**config.mk**
```make
export PLATFORM = sky130hd
export DESIGN_NAME = argon_mem_arbiter
export DESIGN_NICKNAME = d
export VERILOG_FILES = /design/src/rtl/argon_mem_pkg.sv /design/src/rtl/rr_arbiter2.sv /design/src/rtl/argon_mem_arbiter.sv
export SDC_FILE = /design/constraint.sdc
export NUM_CORES = 1
export LEC_CHECK = 0
export CORE_AREA = 2 2 121 123
export DETAILED_ROUTE_END_ITERATION = 8
export DIE_AREA = 0 0 123 125
export PLACE_DENSITY = 0.82
export SLEW_MARGIN = 20
export SYNTH_ARGS = -nofsm -noshare
export SYNTH_HDL_FRONTEND = slang
export SYNTH_SLANG_ARGS = --single-unit
export TNS_END_PERCENT = 10
```
**constraint.sdc**
```tcl
create_clock -name i_clk -period 2.49 [get_ports i_clk]
set_clock_uncertainty 0.1 [all_clocks]
set_input_delay 0.498 -clock i_clk [delete_from_list [all_inputs] [get_ports i_clk]]
set_output_delay 0.498 -clock i_clk [all_outputs]
set_load 0.01 [all_outputs]
```
**src/rtl/argon_mem_pkg.sv**
```systemverilog
// Shared types and constants for the Argon memory arbiter.
//
// Contents:
//   RDMASK_*     3-bit read mask encodings (0 = no read)
//   WRMASK_*     2-bit write mask encodings (0 = no write)
//   arb_state_t  arbiter FSM states
//   mem_req_t    one latched memory request (address, write data, masks)
//
// ARGON_ADDR_W / ARGON_DATA_W size the request struct and are the default
// widths of the arbiter; the arbiter's ADDR_W/DATA_W should match them.
package argon_mem_pkg;

  localparam int ARGON_ADDR_W = 32;
  localparam int ARGON_DATA_W = 32;

  localparam logic [2:0] RDMASK_NONE = 3'd0;
  localparam logic [2:0] RDMASK_B    = 3'd1;
  localparam logic [2:0] RDMASK_BU   = 3'd2;
  localparam logic [2:0] RDMASK_H    = 3'd3;
  localparam logic [2:0] RDMASK_HU   = 3'd4;
  localparam logic [2:0] RDMASK_W    = 3'd5;

  localparam logic [1:0] WRMASK_NONE = 2'd0;
  localparam logic [1:0] WRMASK_B    = 2'd1;
  localparam logic [1:0] WRMASK_H    = 2'd2;
  localparam logic [1:0] WRMASK_W    = 2'd3;

  typedef enum logic [1:0] {
    ARB_IDLE,
    ARB_BUSY,
    ARB_RESP
  } arb_state_t;

  typedef struct packed {
    logic [ARGON_ADDR_W-1:0] addr;
    logic [ARGON_DATA_W-1:0] wr_data;
    logic [2:0]              rd_mask;
    logic [1:0]              wr_mask;
  } mem_req_t;

endpackage

```
**src/rtl/rr_arbiter2.sv**
```systemverilog
// Combinational two-way round-robin grant.
//
// Ports:
//   valid      in   2  request valid per requester
//   last_grant in   1  index of the requester granted most recently
//   allow      in   2  requesters permitted to win (lock-owner mask)
//   grant      out  2  one-hot grant, all zero when nobody is eligible
module rr_arbiter2
  import argon_mem_pkg::*;
(
  input  logic [1:0] valid,
  input  logic       last_grant,
  input  logic [1:0] allow,
  output logic [1:0] grant
);

  logic [1:0] eligible;

  assign eligible = valid & allow;

  // On a tie the requester that did not win last time gets the grant.
  always_comb begin
    grant = 2'b00;
    case (eligible)
      2'b01:   grant = 2'b01;
      2'b10:   grant = 2'b10;
      2'b11:   grant = last_grant ? 2'b01 : 2'b10;
      default: grant = 2'b00;
    endcase
  end

endmodule

```
**src/rtl/argon_mem_arbiter.sv**
```systemverilog
// Shares the single Argon memory port between the CPU core (req0) and the
// debug/DMA master (req1). Round-robin grant, one outstanding transaction,
// fixed memory read latency of MEM_LATENCY cycles.
//
// Optional feature: define ARGON_ARB_LOCK_EN to add the i_reqN_lock ports
// and bus locking for read-modify-write sequences.
//
// Ports:
//   i_clk, i_reset            clock, synchronous active-high reset
//   i_reqN_valid/o_reqN_ready request handshake (N = 0,1)
//   i_reqN_addr/wr_data       request address and write data
//   i_reqN_rd_mask/wr_mask    read/write masks (0 = none)
//   i_reqN_lock               keep bus after this transfer (lock build only)
//   o_reqN_rsp_valid          one-cycle completion pulse
//   o_reqN_rd_data            read data, valid with rsp_valid, else 0
//   o_mem_*                   registered request towards memory
//   i_mem_rd_data             read data from memory
module argon_mem_arbiter
  import argon_mem_pkg::*;
#(
  parameter int MEM_LATENCY = 1,
  parameter int ADDR_W      = ARGON_ADDR_W,
  parameter int DATA_W      = ARGON_DATA_W
) (
  input  logic              i_clk,
  input  logic              i_reset,

  input  logic              i_req0_valid,
  output logic              o_req0_ready,
  input  logic [ADDR_W-1:0] i_req0_addr,
  input  logic [DATA_W-1:0] i_req0_wr_data,
  input  logic [2:0]        i_req0_rd_mask,
  input  logic [1:0]        i_req0_wr_mask,
`ifdef ARGON_ARB_LOCK_EN
  input  logic              i_req0_lock,
`endif
  output logic              o_req0_rsp_valid,
  output logic [DATA_W-1:0] o_req0_rd_data,

  input  logic              i_req1_valid,
  output logic              o_req1_ready,
  input  logic [ADDR_W-1:0] i_req1_addr,
  input  logic [DATA_W-1:0] i_req1_wr_data,
  input  logic [2:0]        i_req1_rd_mask,
  input  logic [1:0]        i_req1_wr_mask,
`ifdef ARGON_ARB_LOCK_EN
  input  logic              i_req1_lock,
`endif
  output logic              o_req1_rsp_valid,
  output logic [DATA_W-1:0] o_req1_rd_data,

  output logic [ADDR_W-1:0] o_mem_addr,
  output logic [DATA_W-1:0] o_mem_wr_data,
  output logic [2:0]        o_mem_rd_mask,
  output logic [1:0]        o_mem_wr_mask,
  input  logic [DATA_W-1:0] i_mem_rd_data
);

  localparam int CNT_W = (MEM_LATENCY > 1) ? $clog2(MEM_LATENCY) : 1;
  localparam logic [CNT_W-1:0] CNT_LAST = CNT_W'(MEM_LATENCY - 1);

  arb_state_t        state;
  arb_state_t        state_next;
  logic [CNT_W-1:0]  lat_cnt;
  logic              last_grant;
  logic              grant_id;
  mem_req_t          req_q;
  logic [1:0]        rsp_valid_q;
  logic [DATA_W-1:0] rsp_data_q;

  logic [1:0]        valid_vec;
  logic [1:0]        allow_vec;
  logic [1:0]        grant_vec;
  logic              accept;
  logic              winner;
  logic              last_busy;
  logic              idle_ok;

  assign valid_vec = {i_req1_valid, i_req0_valid};

`ifdef ARGON_ARB_LOCK_EN
  logic lock_active;
  logic lock_owner;
  logic xfer_lock;

  // While locked only the owner may be granted.
  assign allow_vec = lock_active ? (lock_owner ? 2'b10 : 2'b01) : 2'b11;
`else
  assign allow_vec = 2'b11;
`endif

  rr_arbiter2 u_rr (
    .valid      (valid_vec),
    .last_grant (last_grant),
    .allow      (allow_vec),
    .grant      (grant_vec)
  );

  // Ready is only offered in IDLE and never while reset is applied, so a
  // request presented during reset cannot appear accepted.
  assign idle_ok      = (state == ARB_IDLE) && !i_reset;
  assign o_req0_ready = idle_ok && grant_vec[0];
  assign o_req1_ready = idle_ok && grant_vec[1];
  assign accept       = o_req0_ready || o_req1_ready;
  assign winner       = grant_vec[1];
  assign last_busy    = (state == ARB_BUSY) && (lat_cnt == CNT_LAST);

  assign o_mem_addr    = ADDR_W'(req_q.addr);
  assign o_mem_wr_data = DATA_W'(req_q.wr_data);
  assign o_mem_rd_mask = req_q.rd_mask;
  assign o_mem_wr_mask = req_q.wr_mask;

  assign o_req0_rsp_valid = rsp_valid_q[0];
  assign o_req1_rsp_valid = rsp_valid_q[1];
  assign o_req0_rd_data   = rsp_valid_q[0] ? rsp_data_q : '0;
  assign o_req1_rd_data   = rsp_valid_q[1] ? rsp_data_q : '0;

  // State register.
  always_ff @(posedge i_clk) begin
    if (i_reset) begin
      state <= ARB_IDLE;
    end else begin
      state <= state_next;
    end
  end

  // Next-state: IDLE until an accept, BUSY for MEM_LATENCY cycles, one RESP.
  always_comb begin
    state_next = state;
    case (state)
      ARB_IDLE: if (accept)    state_next = ARB_BUSY;
      ARB_BUSY: if (last_busy) state_next = ARB_RESP;
      ARB_RESP:                state_next = ARB_IDLE;
      default:                 state_next = ARB_IDLE;
    endcase
  end

  // Datapath: request latch, latency counter, response capture, lock state.
  // Response outputs are registered on the last BUSY edge so they line up
  // exactly with the RESP cycle, and the memory masks are dropped on that
  // same edge while address and write data are left holding.
  always_ff @(posedge i_clk) begin
    if (i_reset) begin
      lat_cnt     <= '0;
      last_grant  <= 1'b1;
      grant_id    <= 1'b0;
      req_q       <= '0;
      rsp_valid_q <= 2'b00;
      rsp_data_q  <= '0;
`ifdef ARGON_ARB_LOCK_EN
      lock_active <= 1'b0;
      lock_owner  <= 1'b0;
      xfer_lock   <= 1'b0;
`endif
    end else begin
      rsp_valid_q <= 2'b00;

      if (accept) begin
        req_q.addr    <= ARGON_ADDR_W'(winner ? i_req1_addr    : i_req0_addr);
        req_q.wr_data <= ARGON_DATA_W'(winner ? i_req1_wr_data : i_req0_wr_data);
        req_q.rd_mask <= winner ? i_req1_rd_mask : i_req0_rd_mask;
        req_q.wr_mask <= winner ? i_req1_wr_mask : i_req0_wr_mask;
        last_grant    <= winner;
        grant_id      <= winner;
        lat_cnt       <= '0;
`ifdef ARGON_ARB_LOCK_EN
        xfer_lock     <= winner ? i_req1_lock : i_req0_lock;
`endif
      end

      if (state == ARB_BUSY) begin
        lat_cnt <= lat_cnt + CNT_W'(1);
        if (last_busy) begin
          rsp_valid_q   <= grant_id ? 2'b10 : 2'b01;
          rsp_data_q    <= (req_q.rd_mask != RDMASK_NONE) ? i_mem_rd_data : '0;
          req_q.rd_mask <= RDMASK_NONE;
          req_q.wr_mask <= WRMASK_NONE;
        end
      end

      if (state == ARB_RESP) begin
        rsp_data_q <= '0;
`ifdef ARGON_ARB_LOCK_EN
        // The lock takes effect, or is released, once the transfer finishes.
        lock_active <= xfer_lock;
        lock_owner  <= grant_id;
`endif
      end
    end
  end

endmodule

```
==> results.txt, run 1 <==
Outcome: completed
DRT Wirelength: 17,730 um
GRT Resource Usage Total: 0.2291
Critical Path End Type: output port
CTS buffer count: 9
Clock Sink Count: 108
Synth area leaders: dfxtp_1 (45%), nor3_1 (14%), nor4_1 (9.1%)
Reg2Reg Setup Slack: 370 ps
Iteration-0 DRC Markers: 283
Pwr Density: 612.7 nW/um2
Routed via count: 5,531
Post-CTS Hold Fix Bufs: 0
Final nets: 1,025
Hold WC Path Type: reg -> reg
Vias/cell: 5.318
Filler-free cell count of the finished design: 1,040
Initial antenna violation count: 0
Unrepaired setup endpoints after global routing: no
CP arrival: 1820 ps
CTS root buf: clkbuf_16
Reg area: 2162 um2
Max cap viols: 0
Mean Syn Cell Area: 8.353 um2
Max clock buf depth: 2
H-tree depth: 3
Worst-Margin Slew: 806.1 ps
Port buffer count: 310
Max-Slew Margin vs Limit: 0.4626
Final ANT Viol Nets: 0
Total power: 5.167 mW
Largest net degree at the start of global routing: 72
Worst-Skew Late Latency: 350 ps
Slew Limit Fails: 0
Core area: 14,200 um2
Share of cells above drive strength 1: 0.05958
Fillers: 1,287
Total gr overflow: 0
Area Overhead vs Synth: 75.89%
Synth unique cells: 26
TritonCTS clock tree: yes
Post-DR wirelength/cell: 17.05 um
Synth top area share: 0.4509
Syn Nets: 748
Max Fclk: 0.4131 GHz
Seq/Total Area, Yosys: 0.4509
#FFs+latches synth: 108
First-pass GRT wire length: 28,150 um
Crit Path Class: in -> out
Final setup violation count: 0
Netlist Area Pre-Place: 4795 um2
Yosys warning count: 0
CP startpoint kind: input port
Post-synth top area cell: dfxtp_1
Worst-path clk slew: 70 ps
CP Data Required Time: 1890 ps
Finished layout cell area: 8433 um2
DIE WIDTH: 123 um
Ant. Diodes: 0
DRC: 0
Die height: 125 um
Crit share post-route: 0.9722
Multi-input logic area: 2356 um2
Post-CTS Setup Inserts: 0
Die Area: 15,380 um2
Placed cells: 1,024
Placed cell area: 8094 um2
Detail Placement HPWL: 12,450 um
Hold Fails Final Rpt: 0
Mapped Cells: 574
Peak fanout along the critical path: 2
Crit path time final: 2421 ps
Max rail drop VDD: 484.7 uV
Vias in the first global route: 5,414
Starting density of the core: 0.3376
TritonRoute pass-1 iters: 4
I/O Pins: 311
Row Count: 44
Placer Congestion: 0.8156
Leak Pwr: 2.997 nW
logic make-up after synthesis:
family | synth area share
and+or+nand+nor | 0.3445
DFF | 0.4509
AOI/OAI and AO/OA | 0.1420
buffers and inverters | 0.06263
per-stage QoR:
stage | worst slack [ps] | TNS [ps] | utilization | hold slack, ps
floorplan | 364.1 | 0 | - | 311.8
global placement | -411.0 | -2261 | 0.5699 | 330.2
detailed placement | -429.1 | -3192 | 0.5699 | 348.9
CTS | 0.07705 | 0 | 0.5939 | 363.1
global route | 14.16 | 0 | 0.5937 | 394.5
finish | 69.14 | 0 | 0.5937 | 361.0
path summary, 6_finish.rpt:
path                       to  depth (start not counted)    startpoint
min reg2reg    rsp_valid_q[0]                          1      grant_id
min            rsp_valid_q[0]                          1      grant_id
max              o_req1_ready                          5  i_req1_valid
max reg2reg  o_mem_wr_mask[0]                          4      state[1]
registers in the layout, summed over array words and instances (netlist names):
name / cells
o_mem_addr: 32
o_mem_wr_data: 32
rsp_data_q: 32
o_mem_rd_mask: 3
o_mem_wr_mask: 2
rsp_valid_q: 2
state: 2
grant_id: 1
last_grant: 1
lat_cnt: 1
area by class of cell:
type	instances	area share
Tap cell	184	0.02730
Timing Repair Buffer	334	0.3950
Clock inverter	7	0.01439
Clock buffer	9	0.02671
Inverter	2	0.0008902
Sequential cell	108	0.2564
Multi-Input combinational cell	396	0.2794
cell usage in the layout, fill, tap and decap left out, types with 2 or more instances in the layout:
cell type,count
a21oi_1,69
inv_1,2
dfxtp_1,108
nor4_1,70
bufinv_16,3
a22o_1,32
nor3_1,131
nor2_1,3
o2111a_1,2
clkbuf_16,9
buf_4,19
clkdlybuf4s50_1,307
nor4b_1,4
inv_6,2
buf_2,2
or4_1,4
buf_12,5
and2_1,66
report_power, final:
part           switching, mW  internal (mW)  leakage (nW)
Sequential             0.113           1.93         0.891
Clock                  0.674          0.991         0.170
Combinational          0.668          0.788          1.94
Total                   1.46           3.71          3.00
cell usage after synthesis, drive strengths merged:
library cell / count
nand2: 1
nor4b: 4
nor4: 70
o2111a: 2
a211o: 1
o31a: 1
clkbuf: 46
nor2b: 2
nor3: 132
nor3b: 1
nor2: 4
or4: 4
a22o: 32
o21ai: 1
a2111oi: 1
and2: 67
a21oi: 69
buf: 22
dfxtp: 108
or3b: 2
or2: 2
inv: 2
timing repair:
item,in CTS,in global routing
endpoints found under the hold margin,0,0
endpoints found under the setup margin,2,2
gates resized for setup,6,2
pin swaps,1,1
cloned,0,0
worst max-delay path: stages:
cell	delay (ps)
clkdlybuf4s50_1	480
or3b_4	380
or2_1	250
nor2_1	80
buf_2	130
metal layers:
| metal | GRT usage | part of all wire | wire length [um] |
|---|---|---|---|
| met1 | 0.2776 | 0.40 | 7041 |
| met2 | 0.3858 | 0.49 | 8695 |
| met3 | 0.06752 | 0.090 | 1601 |
| met4 | 0.07620 | 0.022 | 391 |
| met5 | 0 | 0 | 0 |
(Power assumes the default switching activity.)
==> run 2: changes to the inputs <==
Settings changed: CORE_AREA 2 2 121 123 to not set, CORE_MARGIN set to 2, CORE_UTILIZATION set to 33, CTS_CLUSTER_SIZE set to 8, DIE_AREA 0 0 123 125 to not set, PLACE_DENSITY 0.82 to 0.83.
Clock period 2.49 ns to 2 ns, I/O delays scaled along.
==> results.txt, run 2 (same netlist as run 1, synthesis figures left out) <==
Placer Congestion: 0.8410
Post-Place Worst Slack: -774.9 ps
Pwr Density: 764.3 nW/um2
Starting density of the core: 0.3337
Vias/cell: 5.271
Ant. Diodes: 0
Row Count: 44
Detail Placement HPWL: 13,230 um
Post-CTS Hold Fix Bufs: 0
TritonRoute pass-1 iters: 5
DR WL met3: 1361 um
Area Overhead vs Synth: 76.57%
Hold WC Path Type: reg -> reg
Met1 wire length: 7394 um
Setup TNS: -13.74 ps
Final nets: 1,033
Leak Pwr: 3.361 nW
Slew Limit Fails: 0
Share of cells above drive strength 1: 0.07639
Total gr overflow: 0
DR top layer: met4
DIE WIDTH: 124.5 um
Core area: 14,370 um2
I/O Pins: 311
Core Util, Final: 0.5892
Multi-input logic area: 2377 um2
Routed via count: 5,524
Post-CTS Setup Inserts: 0
CTS buffer count: 9
Most common cell after layout, fill and taps aside: clkdlybuf4s50_1
Unrepaired setup endpoints after global routing: yes
Filler-free cell count of the finished design: 1,048
Final WS setup: -13.74 ps
Routed wl met2: 8875 um
Crit Path Class: reg -> out
Largest net degree at the start of global routing: 43
Hold WS: 362.6 ps
Max rail drop VDD: 469.9 uV
Vias in the first global route: 5,590
Die height: 124.5 um
Max-Slew Margin vs Limit: 0.6939
Placed cells: 1,032
Total power: 6.470 mW
Worst-Skew Late Latency: 340 ps
Final setup violation count: 1
Die Area: 15,510 um2
Crit share post-route: 1.007
Max clock buf depth: 2
Placed cell area: 8167 um2
CTS root buf: clkbuf_16
Hold Fails Final Rpt: 0
DRT Wirelength: 18,190 um
Max Fclk: 0.4966 GHz
Initial antenna violation count: 0
Outcome: complete, but fails checks
First-pass GRT wire length: 29,700 um
Commonest non-fill, non-tap cells in the layout: clkdlybuf4s50_1 (241), nor3_1 (130), dfxtp_1 (105), a21oi_1 (69), nor4_1 (69)
CP arrival: 1510 ps
Fillers: 1,354
Post-DR wirelength/cell: 17.35 um
Worst-path clk slew: 70 ps
Peak fanout along the critical path: 3
Final ANT Viol Nets: 0
Critical Path End Type: output port
Clock Sink Count: 108
Worst-Margin Slew: 459.2 ps
CP startpoint kind: flop
Crit path time final: 2014 ps
Max cap viols: 0
GRT Resource Usage Total: 0.2357
TritonCTS clock tree: yes
DRC: 0
CP Data Required Time: 1500 ps
H-tree depth: 3
Failing checks: setup timing
Port buffer count: 310
Iteration-0 DRC Markers: 282
Reg area: 2166 um2
Finished layout cell area: 8466 um2
[run 2: report_power, final]
part | internal (mW) | switching (mW)
Sequential | 2.41 | 0.144
Clock | 1.26 | 0.818
Combinational | 0.999 | 0.846
Total | 4.66 | 1.81
[run 2: final cells by class]
| type | count | share of cell area |
|---|---|---|
| inverters | 2 | 0.0008868 |
| well taps | 184 | 0.02719 |
| clock buffers | 10 | 0.02823 |
| repair buffers | 342 | 0.3939 |
| multi-input cells | 396 | 0.2808 |
| clock inverters | 6 | 0.01315 |
| flip-flops and latches | 108 | 0.2558 |
[run 2: repair_timing]
item,CTS,global route
pin swaps,3,1
endpoints found under the setup margin,101,9
resized for setup,80,7
gates cloned,0,0
[run 2: routing by layer]
layer	vias to the layer above	global-route usage
met5	-	0
met4	0	0.09914
met3	36	0.06057
met2	257	0.4082
met1	2545	0.2759
li1	2686	-
[run 2: path summary, 6_finish.rpt]
check / depth (start not counted) / end / slack, ps / start
setup / recovery: 4 / o_req1_ready / -10 / state[1]
hold / removal: 1 / rsp_valid_q[0] / 360 / grant_id
setup reg to reg: 4 / o_mem_wr_mask[0] / 100 / state[1]
hold reg to reg: 1 / rsp_valid_q[0] / 360 / grant_id
[run 2: critical path: stages (launching register included)]
cell	delay, ps
dfxtp_2	340
or3b_4	390
or2_4	250
nor2_4	80
buf_6	110
==> run 3: changes to the inputs <==
Settings changed: CORE_UTILIZATION 33 to 34, CTS_BUF_LIST set to sky130_fd_sc_hd__clkbuf_4, PLACE_DENSITY 0.83 to 0.85, REMOVE_ABC_BUFFERS set to 1.
==> results.txt, run 3 (same netlist as run 1, synthesis figures left out) <==
Placer Congestion: 0.8585
TritonCTS clock tree: yes
Vias in the first global route: 5,265
Leak Pwr: 3.129 nW
First-pass GRT wire length: 27,370 um
Reg2reg end: o_mem_wr_mask[1]
Detail Placement HPWL: 12,670 um
Area Overhead vs Synth: 71.50%
Most common cell after layout, fill and taps aside: clkdlybuf4s50_1
Hold worst-path end: state[1]
Core area: 13,830 um2
Crit path time final: 2200 ps
Port buffer count: 310
Pwr Density: 661.8 nW/um2
Final nets: 1,028
Hold WS: 240.6 ps
Hold Fails Final Rpt: 0
Reg2Reg Setup Slack: -10 ps
Cells along the critical path: clkdlybuf4s50_1 -> or3b_4 -> or2_1 -> nor2_1 -> buf_2
Crit share post-route: 1.100
Final ANT Viol Nets: 0
Max rail drop VDD: 455.1 uV
CP Data Required Time: 1500 ps
Worst r2r src: state[0]
Failing checks: setup timing
CP top delay family: simple AND/OR/NAND/NOR gates
Outcome: complete, but fails checks
Slew Limit Fails: 0
Worst hold stages: 3
Initial antenna violation count: 0
Row Count: 43
Worst-path clk slew: 150 ps
DRT Wirelength: 18,050 um
Clock Sink Count: 108
Iteration-0 DRC Markers: 305
DRC: 0
H-tree depth: 3
Die Area: 15,070 um2
CP startpoint kind: input port
Largest net degree at the start of global routing: 72
Final setup violation count: 4
R2R cell count: 5
Ant. Diodes: 0
Total gr overflow: 0
Commonest non-fill, non-tap cells in the layout: clkdlybuf4s50_1 (237), nor3_1 (130), dfxtp_1 (104), nor4_1 (70), a21oi_1 (69)
Routed via count: 5,478
TritonRoute pass-1 iters: 6
I/O Pins: 311
Hold path startpoint: i_reset
Fillers: 1,228
Starting density of the core: 0.3468
GRT Resource Usage Total: 0.2322
Hold WC Path Type: in -> reg
CP arrival: 1700 ps
Total power: 5.442 mW
CTS buffer count: 9
CTS root buf: clkbuf_4
CP Buf/Inv Count: 2
Post-DR wirelength/cell: 17.40 um
Share of cells above drive strength 1: 0.07351
Final WS setup: -199.7 ps
Max cap viols: 0
Max Fclk: 0.4546 GHz
CP max-delay cell: clkdlybuf4s50_1
Worst-Skew Late Latency: 460 ps
Crit Path Class: in -> out
DIE WIDTH: 122.8 um
Post-CTS Hold Fix Bufs: 0
Setup TNS: -371.5 ps
Filler-free cell count of the finished design: 1,037
Max clock buf depth: 2
Unrepaired setup endpoints after global routing: yes
Max incr delay on CP: 470 ps
Max-Slew Margin vs Limit: 0.6018
Die height: 122.8 um
Worst-Margin Slew: 597.3 ps
Vias/cell: 5.283
Critical Path End Type: output port
Peak fanout along the critical path: 2
Placed cells: 1,021
==> run 3: worst max-delay path by stage <==
| stage | slack [ps] | cells after the start | from | end |
|---|---|---|---|---|
| after detailed placement | -710 | 5 | i_req1_valid | o_req1_ready |
| after global placement | -710 | 5 | i_req1_valid | o_req1_ready |
| final | -200 | 5 | i_req1_valid | o_req1_ready |
| after CTS | -240 | 4 | state[1] | o_req1_ready |
| after global routing | -300 | 4 | state[1] | o_req1_ready |
| after floorplan | -1430 | 2 | i_req1_valid | o_req0_ready |
==> run 3: timing repair <==
item | in CTS | in global routing
buffers inserted | 1 | 1
setup endpoints to repair | 71 | 82
pin swaps | 2 | 2
gates resized for setup | 91 | 50
==> run 3: worst min-delay path, stage by stage <==
cell,delay [ps]
buf_2,160
buf_4,150
nor4b_1,70
==> run 3: where the power goes <==
group / leakage (nW) / switching [mW] / internal (mW)
registers: 0.893 / 0.142 / 2.41
logic: 2.17 / 0.836 / 0.983
clock network: 0.0634 / 0.709 / 0.366
==> run 3: area by class of cell <==
cell class                      instances  area, um2  share of cell area
Clock inverter                          5      53.80            0.006543
Sequential cell                       108       2167              0.2635
Clock buffer                            9      67.56            0.008217
Multi-Input combinational cell        396       2372              0.2885
Inverter                                2      7.507           0.0009130
Tap cell                              180      225.2             0.02739
Timing Repair Buffer                  337       3329              0.4049
==> run 3: routing by layer <==
| metal | vias up | track usage | share of wire | wire length (um) |
|---|---|---|---|---|
| li1 | 2681 | - | - | - |
| met5 | - | 0 | 0 | 0 |
| met2 | 230 | 0.3936 | 0.49 | 8832 |
| met4 | 0 | 0.08621 | 0.022 | 403 |
| met1 | 2539 | 0.2656 | 0.40 | 7200 |
| met3 | 28 | 0.08643 | 0.089 | 1610 |
==> run 3: through the flow <==
| step | utilization | worst slack (ps) | instance area [um2] |
|---|---|---|---|
| after floorplan | - | -1428 | 4502 |
| after global placement | 0.5874 | -714.5 | 8122 |
| after detailed placement | 0.5874 | -706.8 | 8122 |
| after CTS | 0.5924 | -235.2 | 8192 |
| after global routing | 0.5947 | -303.5 | 8223 |
| final | 0.5947 | -199.7 | 8223 |
